==> src/rtl/sfx_arbiter_pkg.sv <==
// Shared constants, state encoding and lookup helpers for the sound-effect arbiter.
package sfx_pkg;

  localparam int SFX_FIRE   = 0;
  localparam int SFX_KILL   = 1;
  localparam int SFX_STAGE  = 2;
  localparam int SFX_SPIDER = 3;

  // Half period in clk25 cycles: 1 kHz, 1.32 kHz, 2 kHz, 500 Hz (entry 0 is rightmost)
  localparam logic [3:0][15:0] HALF_PERIOD = {16'd25000, 16'd6250, 16'd9470, 16'd12500};

  // Effect length in duration ticks
  localparam logic [3:0][7:0] DURATION = {8'd80, 8'd150, 8'd40, 8'd20};

  typedef enum logic [1:0] {
    IDLE = 2'd0,
    PLAY = 2'd1,
    GAP  = 2'd2
  } sfx_state_e;

  function automatic logic [15:0] sfx_half_period(input logic [1:0] id);
    return HALF_PERIOD[id];
  endfunction

  function automatic logic [7:0] sfx_duration(input logic [1:0] id);
    return DURATION[id];
  endfunction

endpackage

==> src/rtl/sfx_arbiter_if.sv <==
// Request/speaker bundle between the game controllers and the sound-effect arbiter.
interface sfx_arbiter_if #(
  parameter int N_REQ = 4
);
  localparam int IW = (N_REQ > 1) ? $clog2(N_REQ) : 1;

  logic [N_REQ-1:0] req;
  logic             bgm_in;
  logic             mute;
  logic             buzz;
  logic             sfx_active;
  logic [IW-1:0]    sfx_id;
  logic             grant;

  modport master (
    output req, bgm_in, mute,
    input  buzz, sfx_active, sfx_id, grant
  );

  modport slave (
    input  req, bgm_in, mute,
    output buzz, sfx_active, sfx_id, grant
  );
endinterface

==> src/rtl/sfx_tone_gen.sv <==
// Square-wave generator: 16-bit half-period counter toggling tone_q, restartable by load.
module sfx_tone_gen (
  input  logic        clk25,
  input  logic        reset,
  input  logic        load,
  input  logic        run,
  input  logic [15:0] half_period,
  output logic        tone_d
);
  logic [15:0] cnt_q;
  logic [15:0] cnt_d;
  logic        tone_q;

  // Next counter/tone value: load restarts high at phase 0, run advances the phase
  always_comb begin
    cnt_d  = cnt_q;
    tone_d = tone_q;
    if (load) begin
      cnt_d  = '0;
      tone_d = 1'b1;
    end else if (run) begin
      if (cnt_q >= half_period - 16'd1) begin
        cnt_d  = '0;
        tone_d = ~tone_q;
      end else begin
        cnt_d = cnt_q + 16'd1;
      end
    end
  end

  // Counter and tone registers
  always_ff @(posedge clk25) begin
    if (reset) begin
      cnt_q  <= '0;
      tone_q <= 1'b0;
    end else begin
      cnt_q  <= cnt_d;
      tone_q <= tone_d;
    end
  end
endmodule

==> src/rtl/sfx_arbiter.sv <==
// Shares the piezo pin between background music and prioritised, preemptible sound effects.
module sfx_arbiter
  import sfx_pkg::*;
#(
  parameter int N_REQ       = 4,
  parameter int TICK_CYCLES = 25000,
  parameter int GAP_TICKS   = 10
) (
  input  logic          clk25,
  input  logic          reset,
  sfx_arbiter_if.slave  bus
);
  localparam int IW = (N_REQ > 1) ? $clog2(N_REQ) : 1;
  localparam int PW = (TICK_CYCLES > 1) ? $clog2(TICK_CYCLES) : 1;
  localparam logic [PW-1:0] PRESC_LAST = PW'(TICK_CYCLES - 1);
  localparam logic [7:0]    GAP_END    = 8'(GAP_TICKS);

  sfx_state_e       state_q, state_d;
  logic [N_REQ-1:0] pending_q, pending_d, clr;
  logic [IW-1:0]    cur_q, cur_d;
  logic [PW-1:0]    presc_q, presc_d;
  logic [7:0]       dur_q, dur_d;
  logic [7:0]       gap_q, gap_d;
  logic             bgm_p0, bgm_p1;
  logic             buzz_q, buzz_d;
  logic             grant_q, grant_d;
  logic             active_q, active_d;
  logic [IW-1:0]    id_q;
  logic             win_vld;
  logic [IW-1:0]    win_id;
  logic             start, retrig, tick_wrap;
  logic             tone_d;

  assign tick_wrap = (presc_q == PRESC_LAST);

  // Fixed-priority pick: highest pending index wins
  always_comb begin
    win_vld = |pending_q;
    win_id  = '0;
    for (int i = 0; i < N_REQ; i++) begin
      if (pending_q[i]) win_id = IW'(i);
    end
  end

  // Next-state logic: arbitration, preemption, retrigger, tick/duration/gap counting
  always_comb begin
    state_d = state_q;
    cur_d   = cur_q;
    presc_d = presc_q;
    dur_d   = dur_q;
    gap_d   = gap_q;
    start   = 1'b0;
    retrig  = 1'b0;
    clr     = '0;
    case (state_q)
      IDLE: begin
        if (win_vld) begin
          state_d = PLAY;
          start   = 1'b1;
          cur_d   = win_id;
          presc_d = '0;
          dur_d   = '0;
        end
      end
      PLAY: begin
        if (win_vld && (win_id > cur_q)) begin
          start   = 1'b1;
          cur_d   = win_id;
          presc_d = '0;
          dur_d   = '0;
        end else if (pending_q[cur_q]) begin
          retrig  = 1'b1;
          presc_d = '0;
          dur_d   = '0;
        end else if (tick_wrap) begin
          presc_d = '0;
          dur_d   = dur_q + 8'd1;
          if (dur_q + 8'd1 >= sfx_duration(2'(cur_q))) begin
            state_d = GAP;
            gap_d   = '0;
          end
        end else begin
          presc_d = presc_q + 1'b1;
        end
      end
      GAP: begin
        if (tick_wrap) begin
          presc_d = '0;
          gap_d   = gap_q + 8'd1;
          if (gap_q + 8'd1 >= GAP_END) state_d = IDLE;
        end else begin
          presc_d = presc_q + 1'b1;
        end
      end
      default: state_d = IDLE;
    endcase
    // A request landing on the same edge as its own grant re-queues it
    if (start || retrig) clr[cur_d] = 1'b1;
    pending_d = (pending_q & ~clr) | bus.req;
  end

  // Registered outputs, computed from the state being entered
  always_comb begin
    grant_d  = start | retrig;
    active_d = (state_d == PLAY);
    buzz_d   = 1'b0;
    if (!bus.mute) begin
      case (state_d)
        PLAY:    buzz_d = tone_d;
        GAP:     buzz_d = 1'b0;
        default: buzz_d = bgm_p1;
      endcase
    end
  end

  // State, counters, synchroniser and output registers
  always_ff @(posedge clk25) begin
    if (reset) begin
      state_q   <= IDLE;
      pending_q <= '0;
      cur_q     <= '0;
      presc_q   <= '0;
      dur_q     <= '0;
      gap_q     <= '0;
      bgm_p0    <= 1'b0;
      bgm_p1    <= 1'b0;
      buzz_q    <= 1'b0;
      grant_q   <= 1'b0;
      active_q  <= 1'b0;
      id_q      <= '0;
    end else begin
      state_q   <= state_d;
      pending_q <= pending_d;
      cur_q     <= cur_d;
      presc_q   <= presc_d;
      dur_q     <= dur_d;
      gap_q     <= gap_d;
      bgm_p0    <= bus.bgm_in;
      bgm_p1    <= bgm_p0;
      buzz_q    <= buzz_d;
      grant_q   <= grant_d;
      active_q  <= active_d;
      id_q      <= cur_d;
    end
  end

  sfx_tone_gen u_tone (
    .clk25       (clk25),
    .reset       (reset),
    .load        (start),
    .run         ((state_q == PLAY) && !start),
    .half_period (sfx_half_period(2'(cur_q))),
    .tone_d      (tone_d)
  );

  assign bus.buzz       = buzz_q;
  assign bus.grant      = grant_q;
  assign bus.sfx_active = active_q;
  assign bus.sfx_id     = id_q;
endmodule
==> src/flat_wrapper.sv <==
// flat-port wrapper written by rule: the top's interface ports become plain ports
module sfx_arbiter_flat import sfx_pkg::*;
#(
  parameter int N_REQ       = 4,
  parameter int TICK_CYCLES = 25000,
  parameter int GAP_TICKS   = 10
)
  (clk25, reset, bus_req, bus_bgm_in, bus_mute, bus_buzz, bus_sfx_active, bus_sfx_id, bus_grant);
  sfx_arbiter_if #(.N_REQ(N_REQ)) bus_i ();
  input  logic clk25;
  input  logic reset;
  input wire logic [$bits(bus_i.req)-1:0] bus_req;
  input wire logic [$bits(bus_i.bgm_in)-1:0] bus_bgm_in;
  input wire logic [$bits(bus_i.mute)-1:0] bus_mute;
  output wire logic [$bits(bus_i.buzz)-1:0] bus_buzz;
  output wire logic [$bits(bus_i.sfx_active)-1:0] bus_sfx_active;
  output wire logic [$bits(bus_i.sfx_id)-1:0] bus_sfx_id;
  output wire logic [$bits(bus_i.grant)-1:0] bus_grant;
  assign bus_i.req = bus_req;
  assign bus_i.bgm_in = bus_bgm_in;
  assign bus_i.mute = bus_mute;
  assign bus_buzz = bus_i.buzz;
  assign bus_sfx_active = bus_i.sfx_active;
  assign bus_sfx_id = bus_i.sfx_id;
  assign bus_grant = bus_i.grant;
  sfx_arbiter #(.N_REQ(N_REQ), .TICK_CYCLES(TICK_CYCLES), .GAP_TICKS(GAP_TICKS)) u_core (.clk25(clk25), .reset(reset), .bus(bus_i));
endmodule
==> config.mk <==
export PLATFORM = sky130hd
export DESIGN_NAME = sfx_arbiter_flat
export DESIGN_NICKNAME = d
export VERILOG_FILES = /design/src/rtl/sfx_arbiter_pkg.sv /design/src/rtl/sfx_arbiter_if.sv /design/src/rtl/sfx_tone_gen.sv /design/src/rtl/sfx_arbiter.sv /design/src/flat_wrapper.sv
export SDC_FILE = /design/constraint.sdc
export NUM_CORES = 1
export LEC_CHECK = 0
export CAP_MARGIN = 0
export CORE_ASPECT_RATIO = 1.1
export CORE_MARGIN = 1.5
export CORE_UTILIZATION = 42
export DETAILED_ROUTE_END_ITERATION = 8
export PLACE_DENSITY = 0.68
export SLEW_MARGIN = 20
export SYNTH_ARGS = -nofsm -noshare
export SYNTH_HDL_FRONTEND = slang
export SYNTH_SLANG_ARGS = --single-unit
==> constraint.sdc <==
create_clock -name clk25 -period 2.9 [get_ports clk25]
set_input_delay 0.87 -clock clk25 [delete_from_list [all_inputs] [get_ports clk25]]
set_output_delay 0.87 -clock clk25 [all_outputs]
set_load 0.05 [all_outputs]
==> flow_summary.toml, run 1 <==
[placed_design]
hpwl_um = 6453
dp_cells = 606
placed_cell_area_mm2 = 0.004447
gp_congestion = 0.8264
port_buffers = 12

[synth]
async_flop_share = 0
synth_flop_cell = "dfxtp_1"
syn_area_mm2 = 0.003929
avgSynthCellArea_um2 = 8.485
synth-edff-count = 0
yosysTopAreaCellShare = 0.3108
ys_seq_area_frac = 0.3108
synth_top_cell_by_area = "dfxtp_1"
ys_ff_latch = 61
yosysWarnings = 0
syn_inst = 463
ys_top_cells_by_area = "dfxtp_1 (31%), ha_1 (14%), nor2_1 (5.3%)"
synth_cell_types = 65

[global_routing]
grt_pass1_wl_um = 14810
grt_start_max_net_pins = 21
grt_pass1_vias = 3217
antenna_found_initial = 0
grt_use_total = 0.1858
overflow = 0

[sta]
final.setup.tns_ns = -0.1625
worst_pin_slew_ns = 0.6754
worst_slack_ns = -0.1625
hold_viol = 0
rsz0062_at_grt = "yes"
drv_slew = 0
period_share = 1.056
skew_ns = 0.01384
setup_viol = 1
period_minus_slack_ns = 3.062
worst_slew_margin_rel = 0.5493
fmax_mhz = 326.5

[critical_path]
start_kind = "register"
cpMaxStageDelayCell = "dfxtp_2"
required_ns = 3.17
critPathKind = "register to register"
timing.critical_path.cells = "and3_4 -> and3_4 -> xor2_1 -> ha_1 -> a211o_1 -> o2111ai_2 -> buf_4 -> a21oi_1 -> nand4_1 -> nor4b_2 -> ha_1 -> nand3b_1 -> o31a_1 -> o21ai_0"
critPathMaxFanout = 4
ff2ff_setup_slack_ns = -0.16
cp_slowest_stage_delay_ns = 0.35
r2r_cells = 14
rr_endpoint = "u_core.bus.buzz"
end_kind = "register"
arrival_ns = 3.34
timing.rr.start = "u_core.dur_q[1]"

[drt]
drt_wl_total_um = 8730
drcViolationCount = 0
drtPass1Iterations = 7
dr.first_iter.drc_count = 195
vias = 3477
avgViaCountPerCell = 5.572
ant_nets = 0
post_drt_wl_per_cell_um = 13.99

[clocking]
postCtsHoldBufs = 0
clkTransAtPathRegs_ns = 0.08
htreeDepth = 3
clock_latency_ns = 0.35
cts.path.max_buffers = 2
root_buffer = "clkbuf_8"
cts-buffers-inserted = 9
cts.sink_count = 61
cts_tree = "done"

[min_path]
hp-class = "register to register"
whs_path_depth = 1
min-delay-start = "u_core.bgm_p0"
min_to = "u_core.bgm_p1"

[outcome]
violations = "setup timing"
status = "finished with violations"

[die]
die_y_um = 104.4
pin_count = 13
core_area_mm2 = 0.008964
start_util = 0.4383
dieArea_mm2 = 0.009944
die_x_um = 95.22
rows = 36

[layout]
nNetsFinal = 556
final_common_cell = "dfxtp_1"
n_fill_cell = 812
syn_to_final_growth_pct = 18.57
final_area_mm2 = 0.004658
n_antenna_cell = 0
fin_cells = 624
seq_area_mm2 = 0.001232
multiInputGateArea_mm2 = 0.002615
final_cell_mix = "dfxtp_1 (56), nor2_1 (55), ha_1 (39)"
drive_gt1_frac = 0.1431

[pwr]
power.density_mw_per_mm2 = 550.2
power.internal_mw = 1.664
vdd_ir_drop_max_mv = 0.4043
p_switching_uw = 898.6
pwr-share-clk = 0.295
p_leak_nw = 1.801
power_frac_comb = 0.347
p_seq_frac = 0.358
swShare = 0.3506
power_mw = 2.563

[run]
drv_cap = 0
## Yosys cell counts, drive strengths merged, types with 12 or more instances
cell type and number:
nand2 32, nor3 15, xor2 21, nand3 13, xnor2 14, inv 28, a21oi 30, nand4 12
dfxtp 61, ha 43, nor2 55, o21ai 19
## flip-flops by register name (all words and copies together) (netlist names)
register	flops
u_core.bus.buzz	1
u_core.u_tone.tone_q	1
u_core.bus.sfx_active	1
u_core.presc_q	15
u_core.pending_q	4
u_core.state_q	2
u_core.gap_q	8
u_core.dur_q	8
u_core.bgm_p1	1
u_core.bgm_p0	1
u_core.bus.grant	1
u_core.cur_q	2
u_core.u_tone.cnt_q	16
## logic make-up (layout without fill, tap and decap cells)
logic type	count (synthesis)	in the layout	synth area share
mux	3	3	0.01083
fa+ha+maj	43	43	0.1369
xor+xnor	35	35	0.07803
compound gates	99	99	0.1768
simple gates	180	180	0.2433
flops	61	61	0.3108
other cells	1	2	0.0009545
buf+inv	41	87	0.04236
## how the worst max path moves through the flow
stage | endpoint | start | depth (start not counted) | slack, ns
CTS | u_core.bus.buzz | u_core.dur_q[1] | 13 | -0.13
finish | u_core.bus.buzz | u_core.dur_q[1] | 14 | -0.16
floorplan | u_core.bus.buzz | u_core.dur_q[2] | 13 | 0.002
detailed placement | u_core.bus.buzz | u_core.dur_q[1] | 13 | -0.13
global route | u_core.bus.buzz | u_core.dur_q[1] | 13 | -0.35
global placement | u_core.bus.buzz | u_core.dur_q[1] | 13 | -0.05
## cell type report
class / instances / area share
Clock inverter: 4 / 0.01021
Clock buffer: 12 / 0.03116
Multi-Input combinational cell: 362 / 0.5614
Sequential cell: 61 / 0.2646
Inverter: 28 / 0.02364
Timing Repair Buffer: 43 / 0.07843
Tap cell: 114 / 0.03062
## layer usage
layer | global-route usage | part of all wire | up-vias
li1 | - | - | 1743
met5 | 0 | 0 | -
met3 | 0.03143 | 0.039 | 11
met4 | 0.06610 | 0.012 | 0
met1 | 0.2448 | 0.46 | 1642
met2 | 0.2999 | 0.49 | 81
## what timing repair did
action	CTS	global route
endpoints found under the hold margin	0	0
setup buffers	1	1
resized for setup	2	0
endpoints found under the setup margin	1	7
pin swaps	2	1
## critical path, delay by kind of cell, from the launching register on
family,cells,cell delay (ns)
AO/OA/AOI/OAI,5,0.89
XOR/XNOR,1,0.17
adder cells (fa/ha/maj),2,0.54
buffers and inverters,1,0.16
flip-flops,1,0.35
AND/OR/NAND/NOR,5,0.87
## stage by stage
step,hold slack [ns],setup slack [ns],util
floorplan,0.4138,0.001653,-
detailed placement,0.4314,-0.1288,0.4961
CTS,0.4478,-0.1261,0.5188
finish,0.4444,-0.1625,0.5197
global placement,0.4248,-0.05438,0.4961
global route,0.4560,-0.3466,0.5197
## power groups by stage
stage | logic (mW) | registers (mW) | clock network, mW
after floorplan | 0.555 | 0.993 | 0
after CTS | 0.891 | 0.916 | 0.776
after detailed placement | 0.886 | 0.936 | 0
after global routing | 0.985 | 0.922 | 0.809
after global placement | 0.866 | 0.934 | 0
final | 0.890 | 0.916 | 0.756
(Power assumes the default switching activity.)
==> run 2: changes to the inputs <==
--- a/config.mk
+++ b/config.mk
@@ -5,12 +5,15 @@
 export SDC_FILE = /design/constraint.sdc
 export NUM_CORES = 1
 export LEC_CHECK = 0
+export ABC_CLOCK_PERIOD_IN_PS = 2900
 export CAP_MARGIN = 0
+export CELL_PAD_IN_SITES_DETAIL_PLACEMENT = 0
+export CELL_PAD_IN_SITES_GLOBAL_PLACEMENT = 1
 export CORE_ASPECT_RATIO = 1.1
 export CORE_MARGIN = 1.5
 export CORE_UTILIZATION = 42
 export DETAILED_ROUTE_END_ITERATION = 8
-export PLACE_DENSITY = 0.68
+export PLACE_DENSITY = 0.83
 export SLEW_MARGIN = 20
 export SYNTH_ARGS = -nofsm -noshare
 export SYNTH_HDL_FRONTEND = slang
==> flow_summary.toml, run 2 (synthesis gave the netlist of run 1 again) <==
[outcome]
status = "finished with violations"
violations = "setup timing"

[global_routing]
grt_start_max_net_pins = 18
grt_pass1_wl_um = 15110
grt_pass1_vias = 3229
antenna_found_initial = 0
grt_use_total = 0.1909
overflow = 0

[critical_path]
cpMaxStageDelayCell = "dfxtp_2"
crit_cells = 13
critPathKind = "register to register"
startpoint = "u_core.dur_q[1]"
critPathMaxFanout = 4
r2r_cells = 13
start_kind = "register"
timing.critical_path.cells = "and3_4 -> and3_4 -> nand3_1 -> xnor2_2 -> ha_4 -> o2111ai_4 -> a211o_1 -> a32o_1 -> or2_1 -> ha_4 -> nand3b_1 -> o31a_1 -> o21ai_1"
timing.rr.start = "u_core.dur_q[1]"
path_buf_inv = 0
arrival_ns = 3.33
path_delay_family = "compound AO/OA/AOI/OAI gates"
cp_slowest_stage_delay_ns = 0.34
end_kind = "register"
required_ns = 3.17

[die]
rows = 36
dieArea_mm2 = 0.009944
die_y_um = 104.4
die_x_um = 95.22
core_area_mm2 = 0.008964
pin_count = 13
start_util = 0.4383

[layout]
final_area_mm2 = 0.004717
regMostFlops = "u_core.u_tone.cnt_q"
largest_register_ffs = 16
top_regs = "u_core.u_tone.cnt_q: 16 flops, u_core.presc_q: 15 flops"
final_cell_mix = "dfxtp_1 (56), nor2_1 (55), ha_1 (37)"
nNetsFinal = 557
syn_to_final_growth_pct = 20.06
final_core_util = 0.5262
n_antenna_cell = 0
drive_gt1_frac = 0.1627
final_common_cell = "dfxtp_1"

[run]
drv_cap = 0

[sta]
period_share = 1.056
drv_slew = 0
worst_slack_ns = -0.1610
worst_slew_margin_rel = 0.5594
holdWs_ns = 0.4497
rsz0062_at_grt = "yes"
fmax_mhz = 326.7
skew_ns = 0.01381
setup_viol = 1
hold_viol = 0
period_minus_slack_ns = 3.061
worst_pin_slew_ns = 0.6602
final.setup.tns_ns = -0.1610

[drt]
ant_nets = 0
vias = 3443
post_drt_wl_per_cell_um = 14.32
top_layer = "met4"
wl_met1_um = 4313
dr.first_iter.drc_count = 130
avgViaCountPerCell = 5.518
drt_wl_total_um = 8934
drcViolationCount = 0
drtPass1Iterations = 5
wl_met2_um = 4202
met3RoutedLength_um = 277

[clocking]
postCtsHoldBufs = 0
cts.path.max_buffers = 2
clkTransAtPathRegs_ns = 0.07
cts-buffers-inserted = 9
cts_tree = "done"
htreeDepth = 3
cts.sink_count = 61
clock_latency_ns = 0.34
root_buffer = "clkbuf_8"

[min_path]
min-delay-start = "u_core.bgm_p0"
whs_path_depth = 1
hp-class = "register to register"

[pwr]
p_leak_nw = 1.819
vdd_ir_drop_max_mv = 0.3082
power.density_mw_per_mm2 = 530.8

[placed_design]
placed_cell_area_mm2 = 0.004434
hpwl_um = 6517
port_buffers = 12
gp_congestion = 0.8264
## run 2: cell types whose count changed in the layout (fill, tap and decap cells not counted), sizes merged
cell,delta
clkinvlp,+1
bufinv,-1
clkbuf,-1
buf,+1
## run 2: layout make-up
class	count	area, um2
fillers	852	4247
flip-flops and latches	61	1232
well taps	114	142.6
inverters	28	110.1
clock buffers	11	141.4
clock inverters	4	25.02
repair buffers	44	364.1
multi-input cells	362	2701
## run 2: final timing paths
kind | slack [ns] | endpoint
worst min register to register | 0.45 | u_core.bgm_p1
worst max-delay path | -0.16 | u_core.bus.buzz
worst max register to register | -0.16 | u_core.bus.buzz
worst min-delay path | 0.45 | u_core.bgm_p1
## run 2: power by group
part           internal [mW]  switching, mW  leakage [nW]
clock                  0.326          0.338        0.0812
sequential             0.878         0.0357         0.498
combinational          0.382          0.545          1.24
## run 2: layer usage
metal,vias up,GRT usage
met5,-,0
met4,0,0.07249
met3,17,0.04532
met2,51,0.2958
met1,1623,0.2527
li1,1752,-
## run 2: timing repair
action | in CTS | in global routing
buffers inserted | 0 | 3
pin swaps | 0 | 7
resized for setup | 5 | 12
endpoints found under the setup margin | 7 | 7
## run 2: worst register-to-register path: cells and delay by family (launching register included)
kind,cells,cell delay (ns)
DFF,1,0.34
AOI/OAI and AO/OA,5,0.99
and+or+nand+nor,5,0.95
xor gates and xnor gates,1,0.19
adders and majority gates,2,0.52
## run 2: stage by stage
step	std cells	worst slack, ns	power (mW)
2_1_floorplan	464	0.001653	1.548
3_3_place_gp	606	-0.05678	1.790
3_5_place_dp	606	-0.1544	1.816
4_1_cts	621	-0.1532	2.491
5_1_grt	624	-0.3510	2.667
6_report	624	-0.1610	2.504
